**config.mk**
```make
export PLATFORM = sky130hd
export DESIGN_NAME = mig_line_ctrl
export DESIGN_NICKNAME = d
export VERILOG_FILES = /design/src/rtl/mig_line_ctrl.sv
export SDC_FILE = /design/constraint.sdc
export NUM_CORES = 1
export LEC_CHECK = 0
export CORE_AREA = 2 2 344 346
export CTS_BUF_LIST = sky130_fd_sc_hd__clkbuf_8
export DETAILED_ROUTE_END_ITERATION = 10
export DIE_AREA = 0 0 346 348
export PLACE_DENSITY = 0.38
export SETUP_SLACK_MARGIN = 0.2
export SLEW_MARGIN = 5
export SYNTH_ARGS = -nofsm -noshare
export SYNTH_HDL_FRONTEND = slang
export SYNTH_SLANG_ARGS = --single-unit
export TNS_END_PERCENT = 20
```
**constraint.sdc**
```tcl
create_clock -name ui_clk -period 4.55 [get_ports ui_clk]
set_input_delay 0.91 -clock ui_clk [delete_from_list [all_inputs] [get_ports ui_clk]]
set_output_delay 0.91 -clock ui_clk [all_outputs]
set_load 0.05 [all_outputs]
```
**src/rtl/mig_line_ctrl.sv**
```systemverilog
// mig_line_ctrl: moves one cache line between a CPU-side request port and a
// Xilinx MIG user interface. Each line is LINE_BEATS beats of APP_DATA_W bits.
//
// Ports
//   ui_clk, rst (sync, active-low)     clock / reset
//   init_calib_complete, busy          MIG calibration status / controller busy
//   req_*                              CPU request: line index, write data, byte enables
//   rsp_valid, rsp_rdata               one-cycle completion pulse / last read line
//   app_en/cmd/addr/rdy                MIG command channel
//   app_wdf_*                          MIG write-data channel
//   app_rd_data, app_rd_data_valid     MIG read-data channel
//
// Optional feature macro: LAST_LINE_BYPASS_EN. When defined, a read of the
// line most recently read from memory completes without touching the MIG and
// returns the held rsp_rdata.
//
// state | meaning
// IDLE  | waiting for a request (only when calibration is complete)
// WRITE | issuing write commands and write-data beats independently
// READ  | issuing read commands and collecting returned beats
// DONE  | one-cycle rsp_valid, then back to IDLE

module mig_line_ctrl #(
    parameter int LINE_BEATS  = 2,
    parameter int APP_DATA_W  = 128,
    parameter int APP_ADDR_W  = 27,
    parameter int BEAT_STRIDE = 16
) (
    input  logic                                                    ui_clk,
    input  logic                                                    rst,
    input  logic                                                    init_calib_complete,
    output logic                                                    busy,
    input  logic                                                    req_valid,
    output logic                                                    req_ready,
    input  logic                                                    req_write,
    input  logic [APP_ADDR_W-$clog2(LINE_BEATS*BEAT_STRIDE)-1:0]    req_line,
    input  logic [LINE_BEATS*APP_DATA_W-1:0]                        req_wdata,
    input  logic [LINE_BEATS*APP_DATA_W/8-1:0]                      req_wmask,
    output logic                                                    rsp_valid,
    output logic [LINE_BEATS*APP_DATA_W-1:0]                        rsp_rdata,
    output logic                                                    app_en,
    output logic [2:0]                                              app_cmd,
    output logic [APP_ADDR_W-1:0]                                   app_addr,
    input  logic                                                    app_rdy,
    output logic                                                    app_wdf_wren,
    output logic                                                    app_wdf_end,
    output logic [APP_DATA_W-1:0]                                   app_wdf_data,
    output logic [APP_DATA_W/8-1:0]                                 app_wdf_mask,
    input  logic                                                    app_wdf_rdy,
    input  logic [APP_DATA_W-1:0]                                   app_rd_data,
    input  logic                                                    app_rd_data_valid
);

    localparam int LINE_SHIFT   = $clog2(LINE_BEATS*BEAT_STRIDE);
    localparam int LINE_W       = APP_ADDR_W - LINE_SHIFT;
    localparam int STRIDE_SHIFT = $clog2(BEAT_STRIDE);
    localparam int MASK_W       = APP_DATA_W/8;
    localparam int CNT_W        = $clog2(LINE_BEATS+1);
    localparam logic [CNT_W-1:0] BEATS = CNT_W'(LINE_BEATS);
    localparam logic [CNT_W-1:0] LAST  = CNT_W'(LINE_BEATS-1);

    typedef enum logic [1:0] {S_IDLE, S_WRITE, S_READ, S_DONE} state_t;

    state_t                          r_state;
    logic [CNT_W-1:0]                r_cmd_cnt;
    logic [CNT_W-1:0]                r_wdat_cnt;
    logic [CNT_W-1:0]                r_rdat_cnt;
    logic [LINE_W-1:0]               r_line;
    logic [LINE_BEATS*APP_DATA_W-1:0] r_wdata;
    logic [LINE_BEATS*MASK_W-1:0]    r_wmask;
    logic [LINE_BEATS*APP_DATA_W-1:0] r_rdata;

    logic                            w_accept;
    logic                            w_cmd_fire;
    logic                            w_wdf_fire;
    logic                            w_rd_fire;
    logic                            w_bypass;
    logic [CNT_W-1:0]                w_cmd_nxt;
    logic [CNT_W-1:0]                w_wdat_nxt;
    logic [APP_DATA_W-1:0]           w_wbeat;
    logic [MASK_W-1:0]               w_wmask_beat;

    assign req_ready    = (r_state == S_IDLE) && init_calib_complete;
    assign w_accept     = req_valid && req_ready;
    assign busy         = (r_state != S_IDLE);
    assign rsp_valid    = (r_state == S_DONE);
    assign rsp_rdata    = r_rdata;

    assign app_en       = ((r_state == S_WRITE) || (r_state == S_READ)) && (r_cmd_cnt < BEATS) && !w_bypass;
    assign app_cmd      = (r_state == S_WRITE) ? 3'b000 : 3'b001;
    assign app_addr     = (APP_ADDR_W'(r_line) << LINE_SHIFT) + (APP_ADDR_W'(r_cmd_cnt) << STRIDE_SHIFT);

    assign app_wdf_wren = (r_state == S_WRITE) && (r_wdat_cnt < BEATS);
    assign app_wdf_end  = app_wdf_wren;
    assign app_wdf_data = w_wbeat;
    assign app_wdf_mask = ~w_wmask_beat;

    assign w_cmd_fire   = app_en && app_rdy;
    assign w_wdf_fire   = app_wdf_wren && app_wdf_rdy;
    assign w_rd_fire    = (r_state == S_READ) && app_rd_data_valid;
    assign w_cmd_nxt    = r_cmd_cnt + CNT_W'(w_cmd_fire);
    assign w_wdat_nxt   = r_wdat_cnt + CNT_W'(w_wdf_fire);

    always_comb begin
        w_wbeat      = '0;
        w_wmask_beat = '0;
        for (int b = 0; b < LINE_BEATS; b++) begin
            if (r_wdat_cnt == CNT_W'(b)) begin
                w_wbeat      = r_wdata[b*APP_DATA_W +: APP_DATA_W];
                w_wmask_beat = r_wmask[b*MASK_W +: MASK_W];
            end
        end
    end

    always_ff @(posedge ui_clk) begin
        if (!rst) begin
            r_state    <= S_IDLE;
            r_cmd_cnt  <= '0;
            r_wdat_cnt <= '0;
            r_rdat_cnt <= '0;
            r_line     <= '0;
            r_wdata    <= '0;
            r_wmask    <= '0;
            r_rdata    <= '0;
        end else begin
            case (r_state)
                S_IDLE: begin
                    if (w_accept) begin
                        r_line     <= req_line;
                        r_wdata    <= req_wdata;
                        r_wmask    <= req_wmask;
                        r_cmd_cnt  <= '0;
                        r_wdat_cnt <= '0;
                        r_rdat_cnt <= '0;
                        r_state    <= req_write ? S_WRITE : S_READ;
                    end
                end
                S_WRITE: begin
                    r_cmd_cnt  <= w_cmd_nxt;
                    r_wdat_cnt <= w_wdat_nxt;
                    // Finish on the cycle the last of both handshakes completes.
                    if ((w_cmd_nxt == BEATS) && (w_wdat_nxt == BEATS)) begin
                        r_state <= S_DONE;
                    end
                end
                S_READ: begin
                    r_cmd_cnt <= w_cmd_nxt;
                    if (w_bypass) begin
                        r_state <= S_DONE;
                    end else if (w_rd_fire) begin
                        for (int b = 0; b < LINE_BEATS; b++) begin
                            if (r_rdat_cnt == CNT_W'(b)) begin
                                r_rdata[b*APP_DATA_W +: APP_DATA_W] <= app_rd_data;
                            end
                        end
                        r_rdat_cnt <= r_rdat_cnt + 1'b1;
                        if (r_rdat_cnt == LAST) begin
                            r_state <= S_DONE;
                        end
                    end
                end
                S_DONE: begin
                    r_state <= S_IDLE;
                end
                default: begin
                    r_state <= S_IDLE;
                end
            endcase
        end
    end

`ifdef LAST_LINE_BYPASS_EN
    logic              r_tag_valid;
    logic              r_hit;
    logic [LINE_W-1:0] r_tag;

    always_ff @(posedge ui_clk) begin
        if (!rst) begin
            r_tag_valid <= 1'b0;
            r_hit       <= 1'b0;
            r_tag       <= '0;
        end else begin
            if (w_accept) begin
                r_hit <= !req_write && r_tag_valid && (req_line == r_tag);
                if (req_write && (req_line == r_tag)) begin
                    r_tag_valid <= 1'b0;
                end
            end
            if (w_rd_fire && !r_hit && (r_rdat_cnt == LAST)) begin
                r_tag_valid <= 1'b1;
                r_tag       <= r_line;
            end
        end
    end

    // A hit still passes through READ for one cycle, with the MIG command
    // channel held off, so the answer keeps a fixed two-cycle latency.
    assign w_bypass = r_hit && (r_state == S_READ);
`else
    assign w_bypass = 1'b0;
`endif

endmodule

```
==> results.py <==
metrics = {
    "cts": {
        "root_buffer": "clkbuf_8",
        "cts_max_level": 3,
        "cts_buffer_depth": 3,
        "cts_tree": "built",
        "postCtsSetupRepairBufs": 0,
        "holdBufCountCts": 0,
        "path_clk_slew_ps": 60,
        "clk_latency_ps": 760,
        "cts_buffers": 116,
        "clock_sinks": 574,
    },
    "grt": {
        "antenna_found_initial": 29,
        "grt_first_pass_wirelength_mm": 162,
        "busiest_layer": "met2",
        "grt_pass1_vias": 22000,
        "gr-usage-met1": 0.212,
        "met3_usage": 0.0694,
        "grt_usage": 0.182,
        "overflow": 0,
        "grtUsageMet2": 0.311,
        "grt_start_max_net_pins": 124,
    },
    "floorplan": {
        "core_region_area_um2": 117000,
        "fp.dieW_um": 346,
        "die-area_um2": 120000,
        "rows": 126,
        "floorplan.initialDensity": 0.192,
        "die_y_um": 348,
        "boundaryPins": 882,
    },
    "setup_path": {
        "crit_fanout": 6,
        "critPathTopFamily": "buffers and inverters",
        "critical_path_class": "reg -> out",
        "start_kind": "register",
        "critical_path_arrival_ps": 3210,
        "critical_path.cell_chain": "ha_1 > nand4_1 > or2_2 > xnor2_1 > clkdlybuf4s50_1",
        "slowest_delay_ps": 870,
        "cp-end-kind": "output pin",
        "cp_slowest_cell": "clkdlybuf4s50_1",
        "cp_num_buf_inv": 1,
        "crit_required_ps": 3640,
    },
    "outcome": {
        "status": "complete, no violations",
    },
    "timing": {
        "holdWs_ps": 451,
        "final.min_clock_period_ps": 4120,
        "fmax_mhz": 243,
        "drv_slew": 0,
        "rsz0062_at_grt": "true",
        "setup_ws_ps": 435,
        "clock_skew_ps": 39.5,
        "finalSetupViolCount": 0,
        "hold_viol_final": 0,
        "max_slew.worst_pin.slew_ps": 985,
        "fin_tns_setup_ps": 0,
        "max-slew-margin-rel": 0.344,
        "fin_crit_sh": 0.904,
    },
    "power": {
        "power_leakage_nw": 12.4,
        "vdd_drop_max_mv": 0.222,
        "sw_frac_of_total": 0.340,
        "power_frac_seq": 0.375,
        "combPwrFrac": 0.246,
        "power_mw": 15.0,
        "power.density_nw_per_um2": 424,
        "power_switching_mw": 5.11,
        "clkPwrFrac": 0.379,
        "p_int_mw": 9.89,
    },
    "placement": {
        "place_worst_setup_slack_ps": 894,
        "port_buffers": 875,
        "dpl_cell_area_um2": 32800,
        "hpwl_mm": 83.2,
        "dp_cells": 5145,
        "routabilityCongestion": 0.863,
    },
    "yosys": {
        "ys_ff_latch": 574,
        "synth_top_family_by_area": "simple AND/OR/NAND/NOR gates",
        "synth_xor_area_frac": 0.00858,
        "synth_cell_type_count": 36,
        "syn_area_um2": 22500,
        "synth-compound-area-share": 0.132,
        "ys_seq_area_frac": 0.512,
        "synth_cells": 2915,
        "muxShareOfSynthArea": 0.0656,
        "avgSynthCellArea_um2": 7.70,
        "synth-simple-area-share": 0.230,
        "synth_adder_area_share": 0.00613,
        "synth_warnings": 0,
    },
    "routing": {
        "num_vias": 22600,
        "final_antenna_net_count": 0,
        "drt-initial-drc-count": 1074,
        "drc": 0,
        "drt_first_pass_iters": 5,
        "routed_wl_mm": 115,
        "avgViaCountPerCell": 4.22,
        "wl_per_cell_um": 21.4,
    },
    "cells_and_area": {
        "fin_area_um2": 35300,
        "num-fill-cells": 12800,
        "final_cells": 5366,
        "area_growth_pct": 57.4,
        "post-route-util": 0.302,
        "drive_above_1_share": 0.0647,
        "fin_nets": 4184,
    },
    "job": {
        "cap_violations": 0,
    },
    "worst_hold_path": {
        "hold_class": "reg -> reg",
    },
}
cell usage after synthesis:
cell | count | area, um^2
a21oi_1 | 573 | 2870
or2_2 | 18 | 113
o41ai_2 | 1 | 16.3
nand3_1 | 14 | 70.1
clkinv_1 | 1 | 3.75
o211ai_1 | 1 | 7.51
mux2i_1 | 146 | 1460
clkbuf_1 | 120 | 450
xor2_1 | 6 | 52.6
a311oi_1 | 1 | 8.76
a21boi_1 | 1 | 7.51
xnor2_1 | 16 | 140
and3b_1 | 2 | 17.5
nand4_2 | 1 | 12.5
and3_1 | 4 | 25.0
ha_1 | 11 | 138
o21ai_0 | 4 | 20.0
buf_1 | 22 | 82.6
nor4_2 | 1 | 12.5
conb_1 | 1 | 3.75
nand2_1 | 1146 | 4300
mux2_2 | 1 | 11.3
nor4_4 | 1 | 21.3
o31a_1 | 1 | 8.76
nor2b_1 | 3 | 18.8
nand4_1 | 3 | 18.8
a21bo_2 | 1 | 10.0
nand2b_1 | 2 | 12.5
a32oi_1 | 2 | 17.5
nor2_1 | 137 | 514
and4_1 | 2 | 17.5
buf_2 | 80 | 400
buf_4 | 8 | 60.1
inv_1 | 7 | 26.3
dfxtp_1 | 574 | 11500
and2_1 | 3 | 18.8
kinds of logic (layout without fill, tap and decap cells):
kind of cell | Yosys count | count (layout)
mux | 147 | 147
other cells | 1 | 19
fa+ha+maj | 11 | 11
xor+xnor | 22 | 22
buf+inv | 238 | 1135
compound gates | 585 | 585
flops | 574 | 574
simple gates | 1337 | 1337
power by group through the flow:
| stage | sequential, mW | clock, mW | combinational [mW] |
|---|---|---|---|
| after floorplan | 6.02 | 0 | 1.84 |
| after global placement | 5.73 | 0 | 3.75 |
| after detailed placement | 5.73 | 0 | 3.75 |
| after CTS | 5.63 | 5.95 | 3.76 |
| after global routing | 5.67 | 6.17 | 3.97 |
| final | 5.63 | 5.68 | 3.69 |
registers in the layout, indices dropped and copies added (netlist names):
register / count
rsp_rdata: 256
r_state: 2
r_wdata: 256
r_cmd_cnt: 2
r_wmask: 32
r_wdat_cnt: 2
r_line: 22
r_rdat_cnt: 2
routing by layer:
layer | vias to the layer above | part of all wire
li1 | 11100 | -
met1 | 10600 | 0.41
met2 | 746 | 0.48
met3 | 179 | 0.085
met4 | 26 | 0.024
met5 | - | 0.0015
repair_timing:
item,in CTS,in global routing
gates resized for setup,2,16
pin swaps,0,0
endpoints found under the setup margin,10,15
layout by cell type (no fill, tap or decap), types with 13 or more instances in the layout:
cell / instances
buf_4: 24
diode_2: 13
xnor2_1: 16
buf_12: 20
inv_1: 46
mux2i_1: 146
nor2_1: 137
dlymetal6s2s_1: 13
clkdlybuf4s50_1: 860
clkbuf_8: 156
or2_2: 18
nand2_1: 1146
dfxtp_1: 572
a21oi_1: 573
layout make-up:
type	instances	area (um^2)	area share
Inverter	8	37.5	0.00106
Clock buffer	156	2150	0.0607
Clock inverter	52	318	0.00899
Multi-Input combinational cell	2108	10000	0.284
Sequential cell	574	11500	0.325
Antenna cell	13	32.5	0.000920
Tap cell	1536	1920	0.0544
Timing Repair Buffer	919	9370	0.265
worst register-to-register path: cells and delay by family (launching register included):
| family | cells | cell delay [ps] |
|---|---|---|
| flops | 1 | 340 |
| fa+ha+maj | 2 | 510 |
| simple gates | 2 | 710 |
| compound gates | 3 | 830 |
| buf+inv | 2 | 180 |
final timing paths:
check / slack, ps / cells after the start / endpoint / startpoint
worst max-delay path: 430 / 5 / app_addr[10] / r_cmd_cnt[1]
worst min-delay path: 450 / 2 / r_wdata[90] / r_wdata[90]
worst max register to register: 1880 / 9 / r_state[0] / r_state[1]
worst min register to register: 450 / 2 / r_wdata[90] / r_wdata[90]
No activity file was read; power rests on OpenSTA's default activity.
